## src/rtl/ex_branch_unit_pkg.sv

```systemverilog
// ---------------------------------------------------------------------------
// ex_branch_unit_pkg
// Shared pipeline definitions for the execute-stage branch logic.
//   DEFAULT_XLEN  : default data/address width
//   FLAG_E/FLAG_GT: bit positions of E (equal) and GT (greater-than) in Flag
//   branchCtrl_t  : decoded branch-type control bundle
// ---------------------------------------------------------------------------
package ex_branch_unit_pkg;

   localparam int DEFAULT_XLEN = 32;

   localparam int FLAG_E  = 1;
   localparam int FLAG_GT = 0;

   typedef struct packed {
      logic isRet;
      logic isBeq;
      logic isBgt;
      logic isUBranch;
   } branchCtrl_t;

endpackage : ex_branch_unit_pkg

```

## src/rtl/ex_branch_cond.sv

```systemverilog
// ---------------------------------------------------------------------------
// ex_branch_cond
// Pure combinational branch decision: taken flag and redirect PC.
// Ports:
//   ctrl   in  branchCtrl_t  decoded branch controls
//   flag   in  2             {E, GT} from the preceding compare
//   target in  XLEN          precomputed target for b/beq/bgt/call
//   ra     in  XLEN          return address for ret
//   taken  out 1             any satisfied branch condition
//   pc     out XLEN          ret ? ra : target (driven even when not taken)
// ---------------------------------------------------------------------------
module ex_branch_cond
   import ex_branch_unit_pkg::*;
#(
   parameter int XLEN = DEFAULT_XLEN
) (
   input  branchCtrl_t     ctrl,
   input  logic [1:0]      flag,
   input  logic [XLEN-1:0] target,
   input  logic [XLEN-1:0] ra,
   output logic            taken,
   output logic [XLEN-1:0] pc
);

   always_comb begin
      // NOTE: every output gets a default before any condition so no path
      // leaves it unassigned; otherwise synthesis infers a latch.
      taken = 1'b0;
      pc    = target;

      // ret wins PC selection no matter what else is asserted.
      if (ctrl.isRet) begin
         taken = 1'b1;
         pc    = ra;
      end
      if (ctrl.isUBranch)                  taken = 1'b1;
      if (ctrl.isBeq && flag[FLAG_E])      taken = 1'b1;
      if (ctrl.isBgt && flag[FLAG_GT])     taken = 1'b1;
   end

endmodule : ex_branch_cond

```

## src/rtl/ex_branch_unit.sv

```systemverilog
// ---------------------------------------------------------------------------
// ex_branch_unit
// Execute-stage branch resolution. Drives the fetch redirect combinationally
// and registers the decision for the EX/MA latch.
// Optional feature macro: EX_BRANCH_STATS_EN (adds branchCount / retCount).
// Ports:
//   clk           in  1     pipeline clock
//   rst_n         in  1     synchronous active-low reset
//   branchTarget  in  XLEN  target for b/beq/bgt/call
//   op1           in  XLEN  return address for ret
//   op2           in  XLEN  unused, kept for stage-interface uniformity
//   isRet/isBeq/isBgt/isUBranch in 1  decoded branch type
//   Flag          in  2     [1]=E, [0]=GT
//   isBranchTaken out 1     combinational redirect request
//   branchPC      out XLEN  combinational redirect PC
//   branchTaken_q out 1     registered isBranchTaken
//   branchPC_q    out XLEN  registered branchPC
//   branchCount   out 32    (stats only) cycles with isBranchTaken=1
//   retCount      out 32    (stats only) cycles with isRet=1
// ---------------------------------------------------------------------------
module ex_branch_unit
   import ex_branch_unit_pkg::*;
#(
   parameter int XLEN = DEFAULT_XLEN
) (
   input  logic            clk,
   input  logic            rst_n,
   input  logic [XLEN-1:0] branchTarget,
   input  logic [XLEN-1:0] op1,
   input  logic [XLEN-1:0] op2,
   input  logic            isRet,
   input  logic            isBeq,
   input  logic            isBgt,
   input  logic            isUBranch,
   input  logic [1:0]      Flag,
   output logic            isBranchTaken,
   output logic [XLEN-1:0] branchPC,
   output logic            branchTaken_q,
   output logic [XLEN-1:0] branchPC_q
`ifdef EX_BRANCH_STATS_EN
   ,
   output logic [31:0]     branchCount,
   output logic [31:0]     retCount
`endif
);

   branchCtrl_t ctrl;
   logic        unusedOp2;

   assign ctrl = '{isRet: isRet, isBeq: isBeq, isBgt: isBgt, isUBranch: isUBranch};

   // op2 is part of the uniform stage interface but carries nothing here.
   assign unusedOp2 = ^op2;

   ex_branch_cond #(.XLEN(XLEN)) uCond (
      .ctrl   (ctrl),
      .flag   (Flag),
      .target (branchTarget),
      .ra     (op1),
      .taken  (isBranchTaken),
      .pc     (branchPC)
   );

   always_ff @(posedge clk) begin
      // NOTE: state registers use non-blocking assignments so every flop
      // samples pre-edge values regardless of statement order.
      if (!rst_n) begin
         branchTaken_q <= 1'b0;
         branchPC_q    <= '0;
      end else begin
         branchTaken_q <= isBranchTaken;
         branchPC_q    <= branchPC;
      end
   end

`ifdef EX_BRANCH_STATS_EN
   // Free-running event counters; natural 32-bit wrap is intended.
   always_ff @(posedge clk) begin
      if (!rst_n) begin
         branchCount <= '0;
         retCount    <= '0;
      end else begin
         if (isBranchTaken) branchCount <= branchCount + 32'd1;
         if (isRet)         retCount    <= retCount + 32'd1;
      end
   end
`endif

endmodule : ex_branch_unit

```

## config.mk

```make
export PLATFORM = sky130hd
export DESIGN_NAME = ex_branch_unit
export DESIGN_NICKNAME = d
export VERILOG_FILES = /design/src/rtl/ex_branch_unit_pkg.sv /design/src/rtl/ex_branch_cond.sv /design/src/rtl/ex_branch_unit.sv
export SDC_FILE = /design/constraint.sdc
export NUM_CORES = 1
export LEC_CHECK = 0
export CORE_ASPECT_RATIO = 1.1
export CORE_UTILIZATION = 27
export DETAILED_ROUTE_END_ITERATION = 12
export PLACE_DENSITY = 0.81
export SETUP_SLACK_MARGIN = 0.02
export SYNTH_ARGS = -nofsm -noshare
export SYNTH_HDL_FRONTEND = slang
export SYNTH_SLANG_ARGS = --single-unit
```

## constraint.sdc

```tcl
create_clock -name clk -period 1.3 [get_ports clk]
set_input_delay 0.26 -clock clk [delete_from_list [all_inputs] [get_ports clk]]
set_output_delay 0.26 -clock clk [all_outputs]
set_load 0.03 [all_outputs]
```

# ---- After elaboration in Yosys (flattened, before gate mapping)
# Index checks and enable logic that the tools add are counted.
dict set report op_classes {
  muxes 5
  reduce_logical 2
}
# cell count
set ops {}
lappend ops {{$mux W32} 1}
lappend ops {{$mux W1} 4}
lappend ops {{$logic_and A1 B1 Y1} 2}
dict set report totals {
  regBits 33
  inputBits 104
  output_inout_bits 66
  wordCells 9
}

# ---- Depth between registers and ports, before layout
# Gate-level depths: netlist (run 1).
dict set report depth {
  word_depth 4
  ltp_mapped 4
  ltp_nobuf 2
}

# ---- By module
# A second synthesis (run 1) with hierarchy kept.
dict set report hier_totals {
  hier_cells 108
  area_unflattened_um2 1478.9
}
# module instances cells_per_inst area_each_um2 seq_area_each_um2
set modules_own_cells {}
lappend modules_own_cells {ex_branch_unit 1 69 923.4 660.6}
lappend modules_own_cells {ex_branch_cond 1 39 555.5 0.0}

# ---- Worst setup path before layout (run 1)
# Ideal clock, no wire load.
dict set report synth_timing {
  kind {in2out}
  from {input port isRet}
  to {output port isBranchTaken}
  arrival_ns 0.921
  t_required_ns 1.040
  path_slack_ns 0.119
  stages 4
  n_path_buf 2
  cell_sequence {buf_6 > buf_12 > nor2_1 > nand3_1}
}
dict set report synth_between {
  elab_chain_len 4
}
# element line_no
set synth_rtl {}
lappend synth_rtl {{start: declaration} ex_branch_unit.sv:31} ;# input logic isRet,
lappend synth_rtl {{$mux W1} ex_branch_cond.sv:32} ;# if (ctrl.isRet) begin
lappend synth_rtl {{$mux W1} ex_branch_cond.sv:36} ;# if (ctrl.isUBranch) taken = 1'b1;
lappend synth_rtl {{$mux W1} ex_branch_cond.sv:37} ;# if (ctrl.isBeq && flag[FLAG_E]) taken = 1'b1;
lappend synth_rtl {{$mux W1} ex_branch_cond.sv:38} ;# if (ctrl.isBgt && flag[FLAG_GT]) taken = 1'b1;
lappend synth_rtl {{end: declaration} ex_branch_unit.sv:36} ;# output logic isBranchTaken,
# Every way passes these cells.

# ---- Final worst setup path (run 1)
dict set report layout_timing {
  from {input port isRet}
  to {output port branchPC[20]}
}
dict set report layout_between {
  elab_chain_len 1
}
# element line_no
set layout_rtl {}
lappend layout_rtl {{$mux W32} ex_branch_cond.sv:32}
lappend layout_rtl {{end: declaration} ex_branch_unit.sv:37} ;# output logic [XLEN-1:0] branchPC,
# Every way passes these cells.

==> key figures, run 1 <==
Run status
  – Outcome: finished with violations
  – Failing checks: setup timing

Synth
  – Post-synthesis simple-gate area fraction: 15.3%
  – Yosys top cell by area: dfxtp_1
  – Post-synth top area share: around 46%
  – Post-Syn Instances: 110
  – Post-synth cell types: 13
  – #FFs+latches synth: 33
  – Synthesized Nets: 214
  – Largest family of logic cells by synthesized area: multiplexers
  – Synth Cell Area: 1440 µm²
  – Compound-Gate Fraction of Synth Area: 0.433%
  – Largest cells by area after synthesis: dfxtp_1 46%, mux2_4 30%, and2_1 13%
  – Mux contribution to synthesized area: 32.5%
  – Sequential area share after synthesis: 45.8%
  – Synth warn: 0
  – Synth Area in Adders: 0%
  – Synth Area per Inst: between 10 and 15 µm²
  – Xor/xnor cell area share of the yosys netlist: 0%

Placed design
  – Post-placement cell count: 302
  – HPWL after DPL: 3320 µm
  – GPL Wtd Cong: 0.709
  – Port buffer count: 137

Timing
  – Fin crit period: about 1.3 ns
  – Period utilization: 103%
  – RSZ-0062 raised after global routing: yes
  – Slew HR: 76.9%
  – Crit path setup slack, layout: -0.0440 ns
  – Fin. max-slew vios: 0
  – Tightest Pin Transition: about 0.35 ns
  – Hold Fails Final Rpt: 0
  – # setup viols final: 7
  – Final setup TNS: -0.246 ns
  – Peak Freq: 744 MHz

Worst setup path
  – Cells along the critical path: buf_12 > buf_16 > buf_6 > mux2_4 > buf_6
  – Crit Path Class: primary input to output pin
  – Startpoint types: primary input
  – Slowest-stage cell, CP: mux2_4
  – Largest stage delay, worst path: 0.30 ns
  – WP buf/inv: 4
  – CP dominant cell by count: buf_6
  – Crit path arrival time: 1.08 ns
  – WP data required: 1.04 ns
  – CP top delay family: buffers and inverters
  – CP endpoint kind: output pin
  – Crit path max fanout: 6

CTS
  – Clk sinks: 33
  – CTS tree: yes
  – Root Buffer: clkbuf_8
  – Total CTS buffers: 5
  – Clock transition at path regs: 0.07 ns
  – Number of H-tree levels: 2
  – Max clock buf depth: 2

Layout
  – Commonest non-fill, non-tap cell in the layout: dlygate4sd2_1
  – Antenna diodes: 0
  – Share of layout cells above drive strength 1: 36.5%
  – Commonest cells after routing, fill and taps aside: 89 x dlygate4sd2_1, 38 x buf_6, 33 x dfxtp_1, 32 x mux2_4, 30 x and2_1
  – Area growth, synth to finish: 113%
  – Fillers: 454
  – Layout Cells excl Fill: 321
  – Nets@finish: 366

Route
  – DR WL met3: 248 µm
  – Total number of vias: 1371
  – M1 WL: 1420 µm
  – Antenna viol nets, final: 0
  – Routed len/inst: 14.2 µm
  – DR iter-0 viols: 24
  – DRC: 0
  – Met2 wire length: 2780 µm
  – DR vias/cell: approximately 4.3
  – Final wirelength: 4560 µm
  – Max layer used: met4
  – DRT Pass-1 Iters: 5

Worst hold path
  – Worst Hold Class: primary input to register

Global routing
  – Largest net degree at the start of global routing: 33
  – First-pass GRT wire length: 6830 µm
  – GRT Util Overall: 15.9%
  – Vias in the first global route: 1433
  – GRT Residual Overflow: 0
  – Initial antenna violation count: 0

Floorplan
  – Initial core utilization: 28.5%
  – Core area: just over 5000 µm²
  – DIE AREA: 5640 µm²
  – Die width: a little over 70 µm
  – Die H: just under 80 µm
  – Rows: 27
  – I/O pin cnt: 170

Power and ir drop
  – Pwr/cell area: 972 nW/µm²
  – Pleak: around 1.6 nW
  – Worst vdd ir: approximately 0.34 mV

Run
  – MaxCap Viol Count: 0
==> synth_stat cells (all sizes together) <==
master and count:
mux2 32, nand2 2, nand3 1, and2 32, a31oi 1, clkbuf 3
nor2 1, inv 1, dfxtp 33, buf 4
==> worst paths after layout <==
kind	from	end	slack, ns	depth (start not counted)
max	isRet	branchPC[20]	-0.04	5
min	branchTarget[26]	branchPC_q[26]$_SDFF_PN0_	0.38	3
==> timing repair <==
action | 4_1_cts | 5_1_grt
hold buffers | 0 | 0
pin swaps | 3 | 2
gates cloned | 2 | 0
buffers inserted | 8 | 1
setup endpoints to repair | 65 | 14
resized for setup | 312 | 15
==> flip-flops by register name, indices dropped and copies added (netlist names) <==
name	cells
branchPC_q	32
branchTaken_q	1
==> where the power goes <==
group / switching, mW / leakage [nW] / total (mW) / internal, mW
Clock: 0.358 / 0.0542 / 0.836 / 0.478
Combinational: 0.517 / 1.27 / 1.06 / 0.545
Sequential: 0.0127 / 0.275 / 1.09 / 1.08
==> area by class of cell <==
type	count	area, µm²	area share, %
Clock buffer	7	96.3	3.13
Clock inverter	1	5.00	0.163
Inverter	1	3.75	0.122
Multi-Input combinational cell	69	718	23.4
Sequential cell	33	661	21.5
Tap cell	58	72.6	2.36
Timing Repair Buffer	152	1520	49.4
==> kinds of logic (layout without fill, tap and decap cells) <==
logic type             after synthesis  count (layout)
flip-flops                          33              33
multiplexers                        32              32
AO/OA/AOI/OAI                        1               1
buffers and inverters                8             161
AND/OR/NAND/NOR                     36              36
==> tightest hold or removal path, delay by kind of cell <==
| family | cells | cell delay [ns] |
|---|---|---|
| buf+inv | 1 | 0.09 |
| mux | 1 | 0.16 |
| simple gates | 1 | 0.11 |
==> metal layers <==
| metal | vias up | global-route usage, % |
|---|---|---|
| met5 | - | 0 |
| met1 | 631 | 13.6 |
| met3 | 12 | 3.81 |
| met2 | 66 | 33.0 |
| li1 | 662 | - |
| met4 | 0 | 8.04 |
==> through the flow <==
step / utilization (%) / total power, mW / setup WS (ns) / area (µm²) / hold slack [ns]
floorplan: - / 1.67 / 0.119 / 1440 / 0.382
global placement: 56.3 / 2.18 / -0.506 / 2860 / 0.698
detailed placement: 56.3 / 2.19 / -0.516 / 2860 / 0.697
CTS: 60.2 / 3.02 / -0.196 / 3050 / 0.447
global route: 60.7 / 3.11 / -0.0659 / 3070 / 0.379
finish: 60.7 / 2.99 / -0.0440 / 3070 / 0.375
(Power assumes the default switching activity.)
==> run 2, diff against run 1 <==
--- a/config.mk
+++ b/config.mk
@@ -5,8 +5,10 @@
 export SDC_FILE = /design/constraint.sdc
 export NUM_CORES = 1
 export LEC_CHECK = 0
+export CAP_MARGIN = 0
 export CORE_ASPECT_RATIO = 1.1
 export CORE_UTILIZATION = 27
+export CTS_BUF_LIST = sky130_fd_sc_hd__clkbuf_8
 export DETAILED_ROUTE_END_ITERATION = 12
 export PLACE_DENSITY = 0.81
 export SETUP_SLACK_MARGIN = 0.02
==> results of run 2 <==
Same layout as run 1: the final DEF is identical, and so are final timing and power.
